## src/rtl/bpu_pkg.sv

```systemverilog
// Shared BPU definitions: instruction width, opcode constants and the fetch
// sequencer state encoding.
package bpu_pkg;

  localparam int INST_W = 16;

  localparam logic [4:0] OP_NULL = 5'b00000;
  localparam logic [4:0] OP_JUMP = 5'b00101;
  localparam logic [4:0] OP_HALT = 5'b11111;

  typedef enum logic [1:0] {
    ST_IDLE  = 2'd0,
    ST_RUN   = 2'd1,
    ST_DRAIN = 2'd2
  } fetch_state_t;

  function automatic logic is_halt(input logic [INST_W-1:0] word);
    return word[INST_W-1:INST_W-5] == OP_HALT;
  endfunction

endpackage

```

## src/rtl/bpu_inst_fifo.sv

```systemverilog
// Prefetch FIFO of {pc, inst} entries with synchronous flush and an occupancy
// count. The head is presented combinationally and reads as zero when empty.
module bpu_inst_fifo #(
  parameter int W     = 32,
  parameter int DEPTH = 4
) (
  input  logic                       clk,
  input  logic                       rst,
  input  logic                       flush,
  input  logic                       push,
  input  logic [W-1:0]               data,
  input  logic                       pop,
  output logic [W-1:0]               head,
  output logic                       valid,
  output logic [$clog2(DEPTH):0]     count
);

  localparam int PW = $clog2(DEPTH);
  localparam int CW = PW + 1;

  logic [PW-1:0]             wr_ptr_reg;
  logic [PW-1:0]             rd_ptr_reg;
  logic [CW-1:0]             count_reg;
  logic [CW-1:0]             count_next;
  logic                      full;
  logic                      do_push;
  logic                      do_pop;
  logic [DEPTH-1:0][W-1:0]   entries;

  assign valid   = (count_reg != '0);
  assign full    = (count_reg == CW'(DEPTH));
  assign do_pop  = pop && valid;
  // Flush beats a simultaneous push; a full FIFO still accepts a push when popping.
  assign do_push = push && !flush && (!full || do_pop);
  assign count   = count_reg;
  assign head    = valid ? entries[rd_ptr_reg] : '0;

  genvar gi;
  for (gi = 0; gi < DEPTH; gi++) begin : g_entry
    logic [W-1:0] entry_reg;
    always_ff @(posedge clk or negedge rst) begin
      if (!rst) begin
        entry_reg <= '0;
      end else if (do_push && (wr_ptr_reg == PW'(gi))) begin
        entry_reg <= data;
      end
    end
    assign entries[gi] = entry_reg;
  end

  always_comb begin
    count_next = count_reg;
    case ({do_push, do_pop})
      2'b10:   count_next = count_reg + CW'(1);
      2'b01:   count_next = count_reg - CW'(1);
      default: count_next = count_reg;
    endcase
  end

  always_ff @(posedge clk or negedge rst) begin
    if (!rst) begin
      wr_ptr_reg <= '0;
      rd_ptr_reg <= '0;
      count_reg  <= '0;
    end else if (flush) begin
      wr_ptr_reg <= '0;
      rd_ptr_reg <= '0;
      count_reg  <= '0;
    end else begin
      if (do_push) wr_ptr_reg <= wr_ptr_reg + PW'(1);
      if (do_pop)  rd_ptr_reg <= rd_ptr_reg + PW'(1);
      count_reg <= count_next;
    end
  end

endmodule

```

## src/rtl/bpu_inst_fetch.sv

```systemverilog
// BPU instruction fetch sequencer: owns the PC, streams SRAM words into the
// prefetch FIFO and hands them to the decoder, honouring redirects and HALT.
module bpu_inst_fetch
  import bpu_pkg::*;
#(
  parameter int ADDR_W = 16,
  parameter int DEPTH  = 4
) (
  input  logic              clk,
  input  logic              rst,
  input  logic              start,
  input  logic [ADDR_W-1:0] start_pc,
  output logic              isram_en,
  output logic [ADDR_W-1:0] isram_addr,
  input  logic [INST_W-1:0] isram_rdata,
  output logic              inst_valid,
  output logic [INST_W-1:0] inst,
  output logic [ADDR_W-1:0] inst_pc,
  input  logic              inst_ready,
  input  logic              redir_valid,
  input  logic [ADDR_W-1:0] redir_pc,
  output logic              busy,
  output logic              done
);

  localparam int CW = $clog2(DEPTH) + 1;
  localparam int EW = ADDR_W + INST_W;

  fetch_state_t      state_reg;
  logic [ADDR_W-1:0] pc_reg;
  logic              inflight_reg;
  logic [ADDR_W-1:0] inflight_pc_reg;
  logic              busy_reg;
  logic              done_reg;

  logic [CW-1:0]     fifo_count;
  logic [EW-1:0]     fifo_head;
  logic              fifo_valid;
  logic [CW:0]       occupancy;
  logic              credit_ok;
  logic              start_take;
  logic              redir_take;
  logic              push;
  logic              halt_back;
  logic              issue;
  logic              pop;
  logic              halt_pop;

  assign start_take = start && (state_reg == ST_IDLE);
  assign redir_take = redir_valid && (state_reg != ST_IDLE);

  // A redirect kills the word returning this cycle simply by refusing its push;
  // no read is issued alongside a redirect, so nothing else can be in flight.
  assign push      = inflight_reg && !redir_take;
  assign halt_back = push && is_halt(isram_rdata);

  assign occupancy = {1'b0, fifo_count} + {{CW{1'b0}}, inflight_reg};
  assign credit_ok = occupancy < (CW+1)'(DEPTH);

  assign issue = (state_reg == ST_RUN) && !redir_take && !halt_back && credit_ok;

  assign pop      = fifo_valid && inst_ready;
  assign halt_pop = pop && (state_reg == ST_DRAIN) && is_halt(inst) && !redir_take;

  assign isram_en   = issue;
  assign isram_addr = pc_reg;
  assign inst_valid = fifo_valid;
  assign {inst_pc, inst} = fifo_head;
  assign busy = busy_reg;
  assign done = done_reg;

  bpu_inst_fifo #(
    .W     (EW),
    .DEPTH (DEPTH)
  ) u_fifo (
    .clk   (clk),
    .rst   (rst),
    .flush (redir_take || start_take),
    .push  (push),
    .data  ({inflight_pc_reg, isram_rdata}),
    .pop   (pop),
    .head  (fifo_head),
    .valid (fifo_valid),
    .count (fifo_count)
  );

  always_ff @(posedge clk or negedge rst) begin
    if (!rst) begin
      state_reg       <= ST_IDLE;
      pc_reg          <= '0;
      inflight_reg    <= 1'b0;
      inflight_pc_reg <= '0;
      busy_reg        <= 1'b0;
      done_reg        <= 1'b0;
    end else begin
      done_reg     <= 1'b0;
      inflight_reg <= issue;
      if (issue) inflight_pc_reg <= pc_reg;

      case (state_reg)
        ST_IDLE: begin
          if (start) begin
            state_reg <= ST_RUN;
            pc_reg    <= start_pc;
            busy_reg  <= 1'b1;
          end
        end
        ST_RUN: begin
          if (redir_take) begin
            pc_reg <= redir_pc;
          end else begin
            if (issue)     pc_reg    <= pc_reg + ADDR_W'(1);
            if (halt_back) state_reg <= ST_DRAIN;
          end
        end
        ST_DRAIN: begin
          // The buffered HALT was on a speculative path; a redirect resumes fetching.
          if (redir_take) begin
            pc_reg    <= redir_pc;
            state_reg <= ST_RUN;
          end else if (halt_pop) begin
            state_reg <= ST_IDLE;
            busy_reg  <= 1'b0;
            done_reg  <= 1'b1;
          end
        end
        default: begin
          state_reg <= ST_IDLE;
          busy_reg  <= 1'b0;
        end
      endcase
    end
  end

endmodule

```

## config.mk

```make
export PLATFORM = sky130hd
export DESIGN_NAME = bpu_inst_fetch
export DESIGN_NICKNAME = d
export VERILOG_FILES = /design/src/rtl/bpu_pkg.sv /design/src/rtl/bpu_inst_fifo.sv /design/src/rtl/bpu_inst_fetch.sv
export SDC_FILE = /design/constraint.sdc
export NUM_CORES = 1
export LEC_CHECK = 0
export CELL_PAD_IN_SITES_DETAIL_PLACEMENT = 0
export CELL_PAD_IN_SITES_GLOBAL_PLACEMENT = 1
export CORE_MARGIN = 4
export CORE_UTILIZATION = 30
export CTS_BUF_LIST = sky130_fd_sc_hd__clkbuf_16
export DETAILED_ROUTE_END_ITERATION = 6
export DONT_BUFFER_PORTS = 1
export PLACE_DENSITY = 0.54
export SYNTH_ARGS = -nofsm -noshare
export SYNTH_HDL_FRONTEND = slang
export SYNTH_SLANG_ARGS = --single-unit
export TNS_END_PERCENT = 1
```

## constraint.sdc

```tcl
create_clock -name clk -period 4.65 [get_ports clk]
set_input_delay 0.93 -clock clk [delete_from_list [all_inputs] [get_ports clk]]
set_output_delay 0.93 -clock clk [all_outputs]
set_load 0.005 [all_outputs]
```

; After elaboration in Yosys (flattened, before gate mapping)
; Index checks and enable logic that the tools add are counted.
[classes]
addsub = 6
magnitude_cmp = 2
n_eq_ne = 18
n_mux = 27
n_bitwise = 1
reduce_logical = 35
[op_table]
columns = op, n
row1 = $bmux 32 s2, 1
row2 = $mux 16, 4
row3 = $mux 32, 2
row4 = $pmux 16 s3, 1
row5 = $logic_and 1x1->1, 18
row6 = $mux 2, 9
row7 = $add 16x1->16 const B, 1
row8 = $ne 2x2->1 const B, 6
row9 = $reduce_and 4->1, 3
row10 = $eq 5x5->1 const B, 2
row11 = $reduce_bool 3->1, 3
row12 = $eq 2x2->1 const B, 4
row13 = $eq 2x1->1 const B, 3
row14 = $mux 1, 6
row15 = $ne 3x3->1 const B, 2
row16 = $pmux 2 s3, 1
row17 = $pmux 3 s2, 1
row18 = $reduce_bool 2->1, 3
row19 = $add 2x1->2 const B, 2
row20 = $add 3x1->4, 1
row21 = $logic_not 1->1, 4
row22 = $logic_not 2->1, 2
row23 = $lt 4x3->1 const B, 1
row24 = $add 3x1->3 const B, 1
row25 = 7 further kinds, 8
[totals]
register_bits = 172
output_inout_bits = 52

; Depth between registers and ports, before layout
; Gate-level depths: netlist (run 1).
[logic_depth]
ltp_word = 11
mapped_depth = 10

; Cells and area by module
; Synthesis (run 1) repeated with hierarchy kept, for this count alone.
[hier_totals]
cells_unflattened = 665
hier_area_um2 = 9287.7
[by_module_without_submodules]
columns = module, instances, cells_each, area_per_inst_um2, seq_area_each_um2
row1 = bpu_inst_fifo, 1, 403, 6899.1, 3378.2
row2 = bpu_inst_fetch, 1, 262, 2388.5, 925.9

; Worst setup path before layout (run 1)
; OpenSTA, ideal clock, no wires.
[synth_timing]
path_kind = in2out
start = in redir_valid
end = out isram_en
arrival_ns = 1.763
required_ns = 3.720
slack_ns = 1.957
stages = 6
n_path_buf = 2
path_cell_list = nand2b_1 > buf_4 > nand2_1 > or2_2 > buf_2 > inv_1
[synth_between]
elab_chain_cells = 7
elab_cells_between_ends = 8
cone_classes = reduce/logical (8)
[synth_rtl]
columns = element, line_no
row1 = "start, declared", bpu_inst_fetch.sv:20  ; input logic redir_valid,
row2 = $logic_and 1x1->1 (*), bpu_inst_fetch.sv:50  ; assign redir_take = redir_valid && (state_reg != ST_IDLE);
row3 = $logic_not 1->1 (*), "bpu_inst_fetch.sv:54, bpu_inst_fetch.sv:60"
row4 = $logic_and 1x1->1, bpu_inst_fetch.sv:54  ; assign push = inflight_reg && !redir_take;
row5 = $logic_and 1x1->1, bpu_inst_fetch.sv:55  ; assign halt_back = push && is_halt(isram_rdata);
row6 = $logic_not 1->1, bpu_inst_fetch.sv:60  ; assign issue = (state_reg == ST_RUN) && !redir_take && !halt_back && credit_ok;
row7 = $logic_and 1x1->1 (*) (2 in series), bpu_inst_fetch.sv:60
row8 = "end, declared", bpu_inst_fetch.sv:13  ; output logic isram_en,
; Every way passes the cells marked *; elsewhere a longest branch is shown, timed or not.

; Worst setup path after layout (run 1)
[layout_timing]
start = reg state_reg[1]
end = out isram_en
[layout_between]
elab_chain_cells = 8
elab_cells_between_ends = 10
cone_classes = eq/ne (1) / reduce/logical (9)
[layout_rtl]
columns = element, line_no
row1 = "start, declared", bpu_inst_fetch.sv:29  ; fetch_state_t state_reg;
row2 = "start signal, assigned", bpu_inst_fetch.sv:89  ; state_reg <= ST_IDLE;
row3 = "start signal, assigned", bpu_inst_fetch.sv:103  ; state_reg <= ST_RUN;
row4 = "start signal, assigned", bpu_inst_fetch.sv:113  ; if (halt_back) state_reg <= ST_DRAIN;
row5 = $reduce_bool 2->1, bpu_inst_fetch.sv:50
row6 = $logic_and 1x1->1, bpu_inst_fetch.sv:50
row7 = $logic_not 1->1, "bpu_inst_fetch.sv:54, bpu_inst_fetch.sv:60"
row8 = $logic_and 1x1->1, bpu_inst_fetch.sv:54
row9 = $logic_and 1x1->1, bpu_inst_fetch.sv:55
row10 = $logic_not 1->1, bpu_inst_fetch.sv:60
row11 = $logic_and 1x1->1 (*) (2 in series), bpu_inst_fetch.sv:60
; Marks and branches as above.

==> impl_results.md, run 1 <==
* Status: finished clean
* Initial Util at 30.4%
* CP required at 3.72 ns
* Ys Warns at 0
* Clk_lat worst skew at 0.42 ns
* Startpoint types: flop
* Chip width at 176 um
* Root Driver: clkbuf_16
* DRT iter0 DRCs at 230
* Critical R2R Launch: state_reg[1]$_DFFE_PN0P_
* Clock tree from TritonCTS: built
* Synth cell types at 51
* Die area at 0.0309 mm2
* # H-tree levels at 4
* Initial antenna violation count at 0
* Leak at 4.09 nW
* Core area at 0.0278 mm2
* Setup TNS at 0 ns
* Layout cells sized above 1 at 32.6%
* Hold crit path type: primary input to async pin
* Pre-Repair DR Iteration Count at 4
* Vias per cell at 5.05
* Worst R2R Setup Slack at 1.53 ns
* Number of vias in the routed layout at 5200
* Netlist Area Pre-Place at 0.00844 mm2
* GRT overflow at 0
* Max-slew violations at 0
* Sequential power share at 42.9%
* Top cell type's share of synthesized area at 51.0%
* CTS sink count at 172
* Maximum VDD drop at 0.000284 V
* Finished Layout Cells at 1029
* Clock buffer depth at 2
* Worst-Margin Slew at 0.987 ns
* GRT Util Overall at 13.7%
* NumNets Final at 702
* Post-DP HPWL at 14.1 mm
* Worst-path clk slew at 0.07 ns
* Number of core rows at 61
* Comb pwr share at 35.8%
* Resize count post-CTS at 0
* Sequential fraction of the synthesis area at 51.0%
* Post-route clock skew at 0.0101 ns
* Vias in the first global route at 5737
* Syn nets at 714
* F_max at 268 MHz
* Internal Power at 4.08 mW
* Max Cap Viol at 0
* Kind of end point of the critical path: primary output
* Buffer count from post-CTS setup fixing at 0
* Synth async-reset ratio at 100%
* Crit path arrival time at 2.80 ns
* Pwr/cell area at 671 mW/mm2
* Die span in y at 176 um
* Average wire per standard cell at 20.2 um
* RSZ-0062 raised after global routing: false
* Register bit count reported by yosys at 172
* Final setup violation count at 0
* Ys flop type: dfrtp_1
* FF-to-FF End: u_fifo.g_entry[1].entry_reg[3]$_DFFE_PN0P_
* Avg Synthesized Cell Area at 13.0 um2
* Post-synth top area cell: dfrtp_1
* Cell count after synthesis at 651
* Switching power at 2.20 mW
* Post-synth EDFFs at 0
* Final min period at 3.73 ns
* P&R area growth vs syn at 10.9%
* I/O pins at 105
* Largest net degree at the start of global routing at 173
* Fill count at 2758
* Slew headroom at 34.0%
* Diode count at 0
* Most frequent cell after synthesis: dfrtp_1
* Max FFs per register at 128
* Sw Share at 35.0%
* Final Hold Viols at 0
* Port Buf Inserts at 0
* R2R cell count at 8
* Worst-path fanout max at 21
* Fin crit share at 80.3%
* Setup CP Type: flop to primary output
* Synth area leaders: dfrtp_1 (51%), mux2_2 (18%), mux4_2 (8.5%), and2_1 (2.5%), nand2_1 (2.0%)
* CTS Buf Count at 17
* Post-Route WL at 20.8 mm
* # placed instances at 998
* Final RePlAce weighted congestion at 0.806
* Synth cell count leaders: dfrtp_1 (172), mux2_2 (132), nand2_1 (44)
* Post-route ant nets at 0
* CTS hold repair buffers at 0
* First-pass GRT wire length at 32.8 mm
* DRC at 0
* Share of total power in the clock network at 21.3%
[worst max-delay path, stage by stage (launching register included)]
cell and delay (ns):
dfrtp_1 0.42, inv_1 0.10, ha_1 0.31, nand2b_1 0.40, nand2_1 0.38, or2_2 0.59, inv_1 0.18
[worst max-delay path by stage]
stage                                         from       end  cells past startpoint
after floorplan                        redir_valid  isram_en                      6
after global placement                 redir_valid  isram_en                      4
after detailed placement               redir_valid  isram_en                      4
after CTS                 state_reg[1]$_DFFE_PN0P_  isram_en                      6
after global routing      state_reg[1]$_DFFE_PN0P_  isram_en                      6
final                     state_reg[1]$_DFFE_PN0P_  isram_en                      6
[placed cells by master (no fill, tap or decap), types with 8 or more instances in the layout]
cell,netlist,routed
dfrtp_1,172,171
mux2_2,132,132
nand2_1,44,44
nor2_1,35,35
and2_1,34,34
mux4_2,32,32
clkbuf_16,0,17
o21ai_0,15,15
inv_1,13,13
a21oi_1,10,10
nand3_1,10,10
ha_1,9,9
nor3_1,8,8
xnor2_1,8,8
mux2_1,8,8
[per-layer routing]
layer	vias up	track usage (%)	part of all wire, %
met2	122	23.7	50
met3	16	4.69	6.7
met1	2709	16.6	42
li1	2353	-	-
met5	-	0	0
met4	0	3.25	0.92
[area by class of cell]
class                      instances  area (um2)  share of cell area (%)
clock inverter                    14         120                    1.28
clock buffer                      17         425                    4.55
tap                              378         473                    5.05
multi-input combinational        424        3860                    41.2
inverter                          14        52.6                   0.562
sequential                       172        4310                    46.0
timing repair buffer              10         125                    1.34
[cell families after synthesis]
family / Yosys count / synth area share [%]
buffers and inverters: 55 / 3.31
multiplexers: 174 / 27.5
flip-flops: 172 / 51.0
AND/OR/NAND/NOR: 157 / 9.22
AO/OA/AOI/OAI: 70 / 6.09
XOR/XNOR: 13 / 1.35
adder cells (fa/ha/maj): 10 / 1.57
[power by group through the flow]
stage | clock [mW] | sequential (mW) | combinational, mW
after CTS | 1.38 | 2.70 | 2.31
after global routing | 1.44 | 2.79 | 2.51
after detailed placement | 0 | 2.74 | 2.31
final | 1.34 | 2.69 | 2.25
after floorplan | 0 | 2.46 | 1.92
after global placement | 0 | 2.67 | 2.24
[per-stage QoR]
step | util (%) | hold slack, ns | setup slack, ns | power [mW] | area (um2)
final | 33.7 | 0.196 | 0.917 | 6.28 | 9360
after global routing | 33.7 | 0.167 | 0.638 | 6.74 | 9360
after CTS | 33.7 | 0.179 | 0.882 | 6.40 | 9360
after detailed placement | 31.7 | 0.480 | 1.32 | 5.04 | 8810
after global placement | 31.7 | 0.469 | 1.40 | 4.91 | 8810
after floorplan | - | 0.459 | 1.96 | 4.38 | 8440
Note: power is estimated with default switching activity, not from simulation.
==> run 2, diff against run 1 <==
==> constraint.sdc (replaced) <==
create_clock -name clk -period 3.45 [get_ports clk]
set_input_delay 0.69 -clock clk [delete_from_list [all_inputs] [get_ports clk]]
set_output_delay 0.69 -clock clk [all_outputs]
set_load 0.005 [all_outputs]
==> impl_results.md, run 2 (same netlist as run 1, synthesis figures left out) <==
* NumNets Final at 704 (+0.28%)
* Final setup violation count at 0 (unchanged)
* Buffer count from post-CTS setup fixing at 0 (unchanged)
* Internal Power at 5.67 mW (+39%)
* Number of vias in the routed layout at 5193 (-0.13%)
* Maximum VDD drop at 0.000469 V (+65%)
* Switching power at 3.00 mW (+36%)
* Most used cell, CP: inv_1
* CP required at 2.76 ns (-0.96 ns)
* Clock tree from TritonCTS: built
* Initial antenna violation count at 0 (unchanged)
* Tot Pwr at 8.67 mW (+38%)
* Pre-Repair DR Iteration Count at 4 (unchanged)
* Die span in y at 176 um (unchanged)
* Vias in the first global route at 5744 (+0.12%)
* Core area at 0.0278 mm2 (unchanged)
* Worst path cell trace: inv_1 > ha_1 > nand2b_2 > nand2_1 > buf_4 > or2_2 > inv_1
* Final hold slack at -0.0456 ns (-0.242 ns)
* Final Hold Viols at 67 (+67)
* Post-route ant nets at 0 (unchanged)
* Critical R2R Launch: state_reg[1]$_DFFE_PN0P_
* Chip width at 176 um (unchanged)
* Layout cells sized above 1 at 33.0% (+0.46 points)
* Average wire per standard cell at 19.8 um (-2.0%)
* Failing checks: hold timing
* Most frequent cells in the layout: dfrtp_1 (171), mux2_2 (132), nand2_1 (44)
* Final min period at 3.12 ns
* Share of total power in the clock network at 22.9% (+1.6 points)
* Clk_lat worst skew at 0.42 ns (about the same)
* First-pass GRT wire length at 32.9 mm (+0.15%)
* Slew headroom at 62.0% (+28 points)
* Worst-Margin Slew at 0.570 ns (-0.417 ns)
* Worst-path fanout max at 21 (unchanged)
* Worst-path clk slew at 0.07 ns (about the same)
* FF-to-FF End: isram_addr[15]$_DFFE_PN0P_
* P&R area growth vs syn at 11.4%
* DRC at 0 (unchanged)
* Post-route clock skew at 0.00747 ns (-0.00267 ns)
* I/O pins at 105 (unchanged)
* Fin util at 33.9% (+0.17 points)
* R2R cell count at 8 (unchanged)
* Setup TNS at 0 ns (unchanged)
* Status: finished, violations left
* Fin crit share at 90.5%
* Die area at 0.0309 mm2 (unchanged)
* Vias per cell at 5.03 (-0.42%)
* Max FFs per register at 128 (unchanged)
* Most common cell after layout, fill and taps aside: dfrtp_1
* Hold crit path type: primary input to async pin
* Final RePlAce weighted congestion at 0.755 (-6.3%)
* Setup CP Type: flop to primary output
* Crit path largest cell delay at 0.47 ns (-0.12 ns)
* Worst slack, placed at 0.648 ns (-0.671 ns)
* Post-Route WL at 20.4 mm (-1.7%)
* Clock buffer depth at 2 (unchanged)
* GRT overflow at 0 (unchanged)
* Number of core rows at 61 (unchanged)
* CTS Buf Count at 17 (unchanged)
* Max-slew violations at 0 (unchanged)
* Startpoint types: flop
* Largest net degree at the start of global routing at 173 (unchanged)
* DRT iter0 DRCs at 232 (+0.87%)
* Comb pwr share at 35.6% (-0.2 points)
* Port Buf Inserts at 0 (unchanged)
* F_max at 320 MHz
* Sequential power share at 41.5% (-1.4 points)
* RSZ-0062 raised after global routing: false
* Pwr/cell area at 922 mW/mm2 (+37%)
* Initial Util at 30.4% (unchanged)
* Max Cap Viol at 0 (unchanged)
* # H-tree levels at 4 (unchanged)
* Diode count at 0 (unchanged)
* Crit-path slowest cell: or2_2
* Post-DP HPWL at 13.6 mm (-4.0%)
* Critical Path Start: state_reg[0]$_DFFE_PN0P_
* GRT Util Overall at 13.7% (-0.028 points)
* Root Driver: clkbuf_16
* Sw Share at 34.6% (-0.41 points)
* Crit path arrival time at 2.43 ns (-0.37 ns)
* Worst R2R Setup Slack at 1.00 ns (-0.53 ns)
* Fin worst setup slack at 0.327 ns (-0.591 ns)
* Kind of end point of the critical path: primary output
* CTS sink count at 172 (unchanged)
* Leak at 4.12 nW (+0.67%)
==> run 2: metal layers <==
layer	routed length, um	track usage, %
met5	0	0
met4	287	3.61
met3	1290	4.41
met2	10100	22.7
met1	8760	17.4
==> run 2: worst max-delay path by stage <==
stage            endpoint  slack, ns
3_3_place_gp     isram_en       0.68
2_1_floorplan  inst_pc[8]       1.11
4_1_cts          isram_en       0.18
6_report         isram_en       0.33
5_1_grt          isram_en       0.11
3_5_place_dp     isram_en       0.65
==> run 2: final cells by class <==
class,instances,area [um2]
inverter,14,52.6
clock buffer,17,425
clock inverter,15,188
sequential,172,4310
multi-input combinational,424,3860
tap,378,473
fill,2789,18400
timing repair buffer,12,103
==> run 2: what timing repair did <==
action                                  4_1_cts  5_1_grt
endpoints found under the setup margin        0        1
gates resized for setup                       0        1
endpoints found under the hold margin       172      172
==> run 2: worst max-delay path: cells and delay by family, from the launching register on <==
kind,cells,cell delay (ns)
simple gates,3,0.83
buf+inv,3,0.48
flops,1,0.41
fa+ha+maj,1,0.29
==> run 2: power groups by stage <==
stage	sequential (mW)	combinational (mW)	clock [mW]
final	3.60	3.08	1.99
after global placement	3.56	3.06	0
after detailed placement	3.66	3.15	0
after floorplan	3.31	2.59	0
after global routing	3.75	3.41	2.14
after CTS	3.62	3.16	2.05
==> run 2: metrics by stage <==
stage / area (um2) / std cells
after detailed placement: 8790 / 1000
after global placement: 8790 / 1000
after CTS: 9400 / 1032
final: 9410 / 1032
after floorplan: 8440 / 651
after global routing: 9410 / 1032
